### config.mk
export PLATFORM = sky130hd
export DESIGN_NAME = multicycle_controller
export DESIGN_NICKNAME = d
export VERILOG_FILES = /design/src/rtl/core_ctrl_pkg.sv /design/src/rtl/mem_wait_timer.sv /design/src/rtl/multicycle_controller.sv
export SDC_FILE = /design/constraint.sdc
export NUM_CORES = 1
export LEC_CHECK = 0
export BUFFER_PORTS_ARGS = -buffer_cell sky130_fd_sc_hd__buf_2
export CORE_AREA = 2 2 57 49
export DETAILED_ROUTE_END_ITERATION = 10
export DIE_AREA = 0 0 59 51
export HOLD_SLACK_MARGIN = 0.03
export PLACE_DENSITY = 0.79
export SETUP_SLACK_MARGIN = 0.05
export SLEW_MARGIN = 30
export SYNTH_ARGS = -nofsm -noshare
export SYNTH_HDL_FRONTEND = slang
export SYNTH_SLANG_ARGS = --single-unit
### constraint.sdc
create_clock -name clk -period 2.63 [get_ports clk]
set_input_delay 0 -clock clk [delete_from_list [all_inputs] [get_ports clk]]
set_output_delay 0 -clock clk [all_outputs]
set_load 0.02 [all_outputs]
### src/rtl/core_ctrl_pkg.sv
// core_ctrl_pkg: shared state, opcode and datapath-select encodings for the multi-cycle core controller
package core_ctrl_pkg;
  typedef enum logic [3:0] {
    FETCH, DECODE, MEM_ADDR, MEM_READ, MEM_WRITE, MEM_WB, EXEC_R, EXEC_I, ALU_WB, BRANCH, HALT
  } state_t;
  localparam logic [6:0] OPC_LOAD   = 7'b0000011;
  localparam logic [6:0] OPC_STORE  = 7'b0100011;
  localparam logic [6:0] OPC_BRANCH = 7'b1100011;
  localparam logic [6:0] OPC_OPIMM  = 7'b0010011;
  localparam logic [6:0] OPC_OP     = 7'b0110011;
  localparam logic [1:0] SRCA_PC    = 2'b00;
  localparam logic [1:0] SRCA_REG   = 2'b01;
  localparam logic [1:0] SRCA_OLDPC = 2'b10;
  localparam logic [1:0] SRCB_REG   = 2'b00;
  localparam logic [1:0] SRCB_FOUR  = 2'b01;
  localparam logic [1:0] SRCB_IMM   = 2'b10;
  localparam logic [1:0] SRCB_IMMSH = 2'b11;
  localparam logic [1:0] ALU_ADD    = 2'b00;
  localparam logic [1:0] ALU_SUB    = 2'b01;
  localparam logic [1:0] ALU_FUNCT  = 2'b10;
  function automatic logic is_mem_op(input logic [6:0] op);
    return op == OPC_LOAD || op == OPC_STORE;
  endfunction
endpackage

### src/rtl/mem_wait_timer.sv
// mem_wait_timer: counts unanswered memory request cycles (clk, reset, req, ready in; timeout out)
module mem_wait_timer #(
  parameter int MEM_TIMEOUT = 255,
  parameter int CNT_W = 16
) (
  input  logic clk,
  input  logic reset,
  input  logic req,
  input  logic ready,
  output logic timeout
);
  logic [CNT_W-1:0] cnt;
  always_ff @(posedge clk)
    cnt <= (reset || !req || ready) ? '0 : cnt + 1'b1;
  assign timeout = req && !ready && cnt == CNT_W'(MEM_TIMEOUT - 1);
endmodule

### src/rtl/multicycle_controller.sv
// multicycle_controller: main control FSM (clk, reset, opcode, alu_zero, mem_ready in; datapath selects/enables, fault flags, state out)
module multicycle_controller
  import core_ctrl_pkg::*;
#(
  parameter int MEM_TIMEOUT = 255,
  parameter int CNT_W = 16
) (
  input  logic       clk,
  input  logic       reset,
  input  logic [6:0] opcode,
  input  logic       alu_zero,
  input  logic       mem_ready,
  output logic       mem_req,
  output logic       mem_we,
  output logic       iord,
  output logic       ir_write,
  output logic       pc_write,
  output logic       pc_source,
  output logic [1:0] alu_src_a,
  output logic [1:0] alu_src_b,
  output logic [1:0] alu_op,
  output logic       reg_write,
  output logic       mem_to_reg,
  output logic       instr_done,
  output logic       illegal_instr,
  output logic       mem_fault,
  output logic [3:0] state
);
  state_t cur, nxt;
  logic timeout;
  mem_wait_timer #(.MEM_TIMEOUT(MEM_TIMEOUT), .CNT_W(CNT_W)) u_timer (
    .clk(clk), .reset(reset), .req(mem_req), .ready(mem_ready), .timeout(timeout)
  );
  always_ff @(posedge clk) begin
    if (reset) begin
      cur <= FETCH;
      illegal_instr <= 1'b0;
      mem_fault <= 1'b0;
    end else begin
      cur <= nxt;
      illegal_instr <= illegal_instr | (cur == DECODE && nxt == HALT);
      mem_fault <= mem_fault | timeout;
    end
  end
  always_comb begin
    nxt = cur;
    mem_req = 1'b0;
    mem_we = 1'b0;
    iord = 1'b0;
    ir_write = 1'b0;
    pc_write = 1'b0;
    pc_source = 1'b0;
    alu_src_a = SRCA_PC;
    alu_src_b = SRCB_REG;
    alu_op = ALU_ADD;
    reg_write = 1'b0;
    mem_to_reg = 1'b0;
    instr_done = 1'b0;
    case (cur)
      FETCH: begin
        mem_req = 1'b1;
        alu_src_b = SRCB_FOUR;
        ir_write = mem_ready;
        pc_write = mem_ready;
        nxt = mem_ready ? DECODE : timeout ? HALT : FETCH;
      end
      DECODE: begin
        alu_src_a = SRCA_OLDPC;
        alu_src_b = SRCB_IMMSH;
        nxt = is_mem_op(opcode) ? MEM_ADDR :
              opcode == OPC_OP ? EXEC_R :
              opcode == OPC_OPIMM ? EXEC_I :
              opcode == OPC_BRANCH ? BRANCH : HALT;
      end
      MEM_ADDR: begin
        alu_src_a = SRCA_REG;
        alu_src_b = SRCB_IMM;
        nxt = opcode == OPC_LOAD ? MEM_READ : MEM_WRITE;
      end
      MEM_READ: begin
        mem_req = 1'b1;
        iord = 1'b1;
        nxt = mem_ready ? MEM_WB : timeout ? HALT : MEM_READ;
      end
      MEM_WRITE: begin
        mem_req = 1'b1;
        mem_we = 1'b1;
        iord = 1'b1;
        instr_done = mem_ready;
        nxt = mem_ready ? FETCH : timeout ? HALT : MEM_WRITE;
      end
      MEM_WB: begin
        reg_write = 1'b1;
        mem_to_reg = 1'b1;
        instr_done = 1'b1;
        nxt = FETCH;
      end
      EXEC_R: begin
        alu_src_a = SRCA_REG;
        alu_op = ALU_FUNCT;
        nxt = ALU_WB;
      end
      EXEC_I: begin
        alu_src_a = SRCA_REG;
        alu_src_b = SRCB_IMM;
        alu_op = ALU_FUNCT;
        nxt = ALU_WB;
      end
      ALU_WB: begin
        reg_write = 1'b1;
        instr_done = 1'b1;
        nxt = FETCH;
      end
      BRANCH: begin
        alu_src_a = SRCA_REG;
        alu_op = ALU_SUB;
        pc_source = 1'b1;
        pc_write = alu_zero;
        instr_done = 1'b1;
        nxt = FETCH;
      end
      default: nxt = HALT;
    endcase
  end
  assign state = cur;
endmodule

==> Word level (Yosys, flattened, before mapping) <==
Cells that the tools add are included.
{ "totals": {"regBits": 22, "in_bits": 11} }
{ "op_classes": {"n_reduce_logical": 16, "n_mux": 24, "n_eq_ne": 16, "n_bitwise": 2, "addsub": 1} }
{ "op_table": {"columns": ["operator", "count"], "rows": [
  ["$mux W4", 9],
  ["$pmux W4 S7", 1],
  ["$add A16 B1 Y16 const B", 1],
  ["$eq A16 B8 Y1 const B", 1],
  ["$eq A4 B3 Y1 const B", 4],
  ["$eq A7 B6 Y1 const B", 2],
  ["$eq A4 B4 Y1 const B", 3],
  ["$eq A4 B2 Y1 const B", 2],
  ["$pmux W2 S2", 2],
  ["$reduce_or A2 Y1", 4],
  ["$eq A7 B2 Y1 const B", 1],
  ["$eq A7 B5 Y1 const B", 1],
  ["$eq A7 B7 Y1 const B", 1],
  ["$mux W1", 7],
  ["$pmux W2 S3", 1],
  ["$reduce_or A3 Y1", 2],
  ["$eq A4 B1 Y1 const B", 1],
  ["$logic_not A4 Y1", 1],
  ["$pmux W1 S2", 2],
  ["$reduce_or A4 Y1", 1],
  ["$logic_and A1 B1 Y1", 3],
  ["$logic_or A1 B1 Y1", 3],
  ["$mux W3", 1],
  ["$logic_not A1 Y1", 2],
  ["other kinds (2)", 3]
]} }

==> Logic depth before layout (Yosys ltp) <==
{ "depth": {"word_depth": 11, "ltp_mapped": 7, "depth_no_buf": 6} }

==> Cells and area by module <==
A second synthesis with hierarchy kept.
{ "hier_totals": {"cells_unflattened": 171, "area_unflattened_um2": 1360.1} }
{ "by_module_without_submodules": {"columns": ["module", "cells_each", "seq_area_each_um2", "instances", "area_each_um2"], "rows": [
  ["mem_wait_timer", 88, 320.3, 1, 779.5],
  ["multicycle_controller", 83, 120.1, 1, 580.6]
]} }

==> Worst setup path before layout <==
No wires, ideal clock.
{ "synth_path": {"path_kind": "reg-to-reg", "start": "register cur[0], in the netlist state[0]", "end": "register u_timer.cnt[10]", "stages_incl_launch_ff": 7, "path_buffers": 2, "arrival_time_ns": 1.726, "setup_time_ns": 0.064, "period_less_slack_ns": 1.790, "setup_slack_ns": 0.840, "path_cell_list": "dfxtp_1 -> nor2b_1 -> a21oi_1 -> or3_2 -> clkbuf_1 -> buf_2 -> nor2_1"} }
{ "synth_between": {"elab_chain_cells": 6, "word_cells_on_any_way": 8} }
{ "synth_rtl": {"columns": ["item", "line", "text"], "rows": [
  ["start: declaration", "multicycle_controller.sv:29", "state_t cur, nxt;"],
  ["start signal: assignment", "multicycle_controller.sv:40", "cur <= nxt;"],
  ["$eq A4 B3 Y1 (tied with other cells)", "multicycle_controller.sv:59", "case (cur)"],
  ["$reduce_or A3 Y1 (no line) (*)", null, null],
  ["$mux W1 (*)", "multicycle_controller.sv:59", null],
  ["$logic_not A1 Y1 (*)", "mem_wait_timer.sv:14", "cnt <= (reset || !req || ready) ? '0 : cnt + 1'b1;"],
  ["$logic_or A1 B1 Y1 (*) (2 in a row)", "mem_wait_timer.sv:14", null],
  ["end signal: assignment", "mem_wait_timer.sv:14", null],
  ["end: declaration", "mem_wait_timer.sv:12", "logic [CNT_W-1:0] cnt;"]
]} }
Mark *: on every way between the ends. The rest lies on a longest branch, timed or not.
A chain may end at the register's enable or synchronous reset.

==> Worst setup path after layout <==
{ "layout_path": {"start": "register cur[0], in the netlist state[0]", "end": "register u_timer.cnt[15]"} }
Same word-level chain as after synthesis.

==> run_results.csv <==
group,metric,value,unit
pwr,leakage,0.5778,nW
timing,max_freq,493.7,MHz
yosys,synth-edff-count,0,
pwr,power.density,449.7,mW/mm^2
die,die_area,0.003009,mm^2
clock_network,cts_tree,"yes",
clock_network,cts_resized,0,
timing,min_period,2.026,ns
critical_path,cp.arrival,2.27,ns
yosys,ys_seq_elements,22,
placed_design,placed_area,0.001430,mm^2
die,die_width,59,um
global_route,grt_use_met1,27.63,%
yosys,synthCells,163,
layout,fin_util,58.67,%
critical_path,cpMostUsedCell,"a21oi_1",
status,status,"finished clean",
global_route,grt_pass1_vias,1138,
layout,antenna_cells,0,
die,rows,17,
yosys,yosysUniqueCellTypes,45,
clock_network,cts.path.max_buffers,2,
critical_path,cpPeakStageDelay,0.66,ns
critical_path,crit_cells,4,
critical_path,critPathTopFamily,"simple AND/OR/NAND/NOR gates",
critical_path,critical_path.max_fanout,16,
pwr,ir_drop,0.0002670,V
timing,relSlewSlack,43.97,%
layout,area_growth,15.73,%
yosys,yosysSeqAreaShare,34.61,%
global_route,grt-busiest-layer,"met2",
clock_network,clock_sinks,22,
run,maxCapViolations,0,
placed_design,placedCellCount,214,
layout,drive_gt1_share,22.51,%
clock_network,clkTransAtPathRegs,0.11,ns
global_route,grtUsageMet3,5.316,%
routing,vias_per_cell,5.712,
critical_path,critPathKind,"reg -> reg",
global_route,track_usage,20.27,%
global_route,gr-usage-met2,31.85,%
placed_design,hpwl,2012,um
min_path,hold_class,"in -> reg",
clock_network,htreeDepth,1,
clock_network,clk_latency,0.31,ns
global_route,antenna_found_initial,0,
timing,finalHoldViolCount,0,
timing,finalCritPeriodShare,77.02,%
yosys,syn_area_per_cell,7.807,um^2
yosys,synthArstFlopShare,0,%
global_route,grt_max_degree,19,
yosys,ys.flop_type,"dfxtp_1",
yosys,yosysWarningCount,0,
critical_path,crit_buf_inv,0,
timing,worst-slew-pin-transition,0.8291,ns
clock_network,cts_made_buffers,3,
timing,hold_ws,0.05248,ns
timing,finalSetupTns,0,ns
critical_path,critPathSlowestCell,"or3_2",
yosys,syn_nets,176,
die,core,0.002510,mm^2
critical_path,path_cells,"nor2b_1 -> a21oi_1 -> or3_2 -> a21oi_1",
die,ioPinCount,32,
layout,post-route-cell-area,0.001473,mm^2
global_route,grt_pass1_wl,4767,um
die,fp.dieH,51,um
layout,nNetsFinal,206,
routing,dr.pass1.iters,4,
pwr,total_power,0.6622,mW
timing,finalSetupViolations,0,
routing,drc_errors,0,
timing,rsz0062_at_grt,"no",
global_route,grt-ovfl-total,0,
placed_design,io_buffer_count,31,
critical_path,reg2regPathDepth,4,
routing,ant_nets,0,
yosys,syn_area,0.001272,mm^2
critical_path,worstSetupStartpointType,"flop",
timing,finClkSkew,0.0007658,ns
layout,instances_no_fill,219,
routing,drt_iter0_drc,45,
die,initial_core_util,50.70,%
routing,wl,2726,um
placed_design,place_congestion,0.8061,
routing,wl_per_cell,12.45,um
timing,slew_viol_final,0,
clock_network,root_buffer,"clkbuf_4",
critical_path,crit_required,2.87,ns
routing,vias,1251,
critical_path,worst_setup_path_end_kind,"flop",
placed_design,place_ws,0.6311,ns
timing,setup_ws,0.6044,ns
min_path,min_path_cells,3,
cell usage after synthesis, types with 3 or more instances:
cell type | instances | share of area (%)
nor2_1 | 30 | 8.8
dfxtp_1 | 22 | 35
a21oi_1 | 13 | 5.1
nand2_1 | 10 | 3.0
xnor2_1 | 6 | 4.1
xor2_1 | 6 | 4.1
clkbuf_1 | 5 | 1.5
inv_1 | 5 | 1.5
nand3_1 | 5 | 2.0
o21ai_0 | 5 | 2.0
nand2b_1 | 4 | 2.0
nand4_1 | 4 | 2.0
nor3_1 | 4 | 1.6
a22oi_1 | 3 | 1.8
nor4_1 | 3 | 1.5
or3_2 | 3 | 1.8
what timing repair did:
action / 4_1_cts / 5_1_grt
hold buffers: 2 / 0
buffers inserted: 0 / 0
endpoints found under the setup margin: 0 / 0
hold endpoints to repair: 6 / 0
cells in the final DEF (no fill, tap or decap), types with 2 or more instances in the layout:
master and instances:
a21oi_1 13, a22oi_1 3, a31oi_1 2, and3_1 2
buf_2 31, clkbuf_4 3, dfxtp_1 22, dlygate4sd3_1 2
ha_1 2, inv_1 5, nand2_1 10, nand2b_1 4
nand3_1 5, nand4_1 4, nand4b_1 2, nor2_1 30
nor2b_1 2, nor3_1 4, nor4_1 3, o2111ai_1 2
o21ai_0 5, or3_2 3, xnor2_1 6, xor2_1 6
worst reg2reg max path, cell delays in order, from the launching register on:
cell	delay (ns)
dfxtp_1	0.58
nor2b_1	0.38
a21oi_1	0.16
or3_2	0.66
a21oi_1	0.18
flip-flops by register name, indices dropped and copies added, names as in the netlist:
signal / count
illegal_instr: 1
mem_fault: 1
state: 4
u_timer.cnt: 16
cell type report:
cell class	count	area, um^2
Tap cell	28	35.03
Sequential cell	22	440.4
Multi-Input combinational cell	128	780.7
Inverter	5	18.77
Fill cell	220	1037
Clock buffer	3	22.52
Timing Repair Buffer	33	175.2
kinds of logic after synthesis:
family                   share of synthesized area [%]
AO/OA/AOI/OAI                                    14.85
XOR/XNOR                                         8.260
adder cells (fa/ha/maj)                          1.966
buffers and inverters                            4.031
flip-flops                                       34.61
multiplexers                                    0.8849
AND/OR/NAND/NOR                                  35.40
worst paths after layout:
path | from | endpoint | slack, ns
setup / recovery | state[0]$_SDFF_PP0_ | u_timer.cnt[15]$_SDFF_PP0_ | 0.60
hold / removal | opcode[6] | state[2]$_SDFF_PP0_ | 0.05
setup reg to reg | state[0]$_SDFF_PP0_ | u_timer.cnt[15]$_SDFF_PP0_ | 0.60
hold reg to reg | mem_fault$_SDFF_PP0_ | mem_fault$_SDFF_PP0_ | 0.47
power breakdown:
group          switching [mW]  internal [mW]  leakage (nW)
Combinational          0.0919         0.0570         0.386
Sequential             0.0213          0.341         0.178
Clock                  0.0970         0.0536        0.0138
per-layer routing:
| layer | up-vias | wire, um |
|---|---|---|
| met5 | - | 0 |
| met4 | 0 | 20 |
| met3 | 4 | 141 |
| met2 | 28 | 1298 |
| met1 | 580 | 1265 |
| li1 | 639 | - |
No activity file was read; power rests on OpenSTA's default activity.
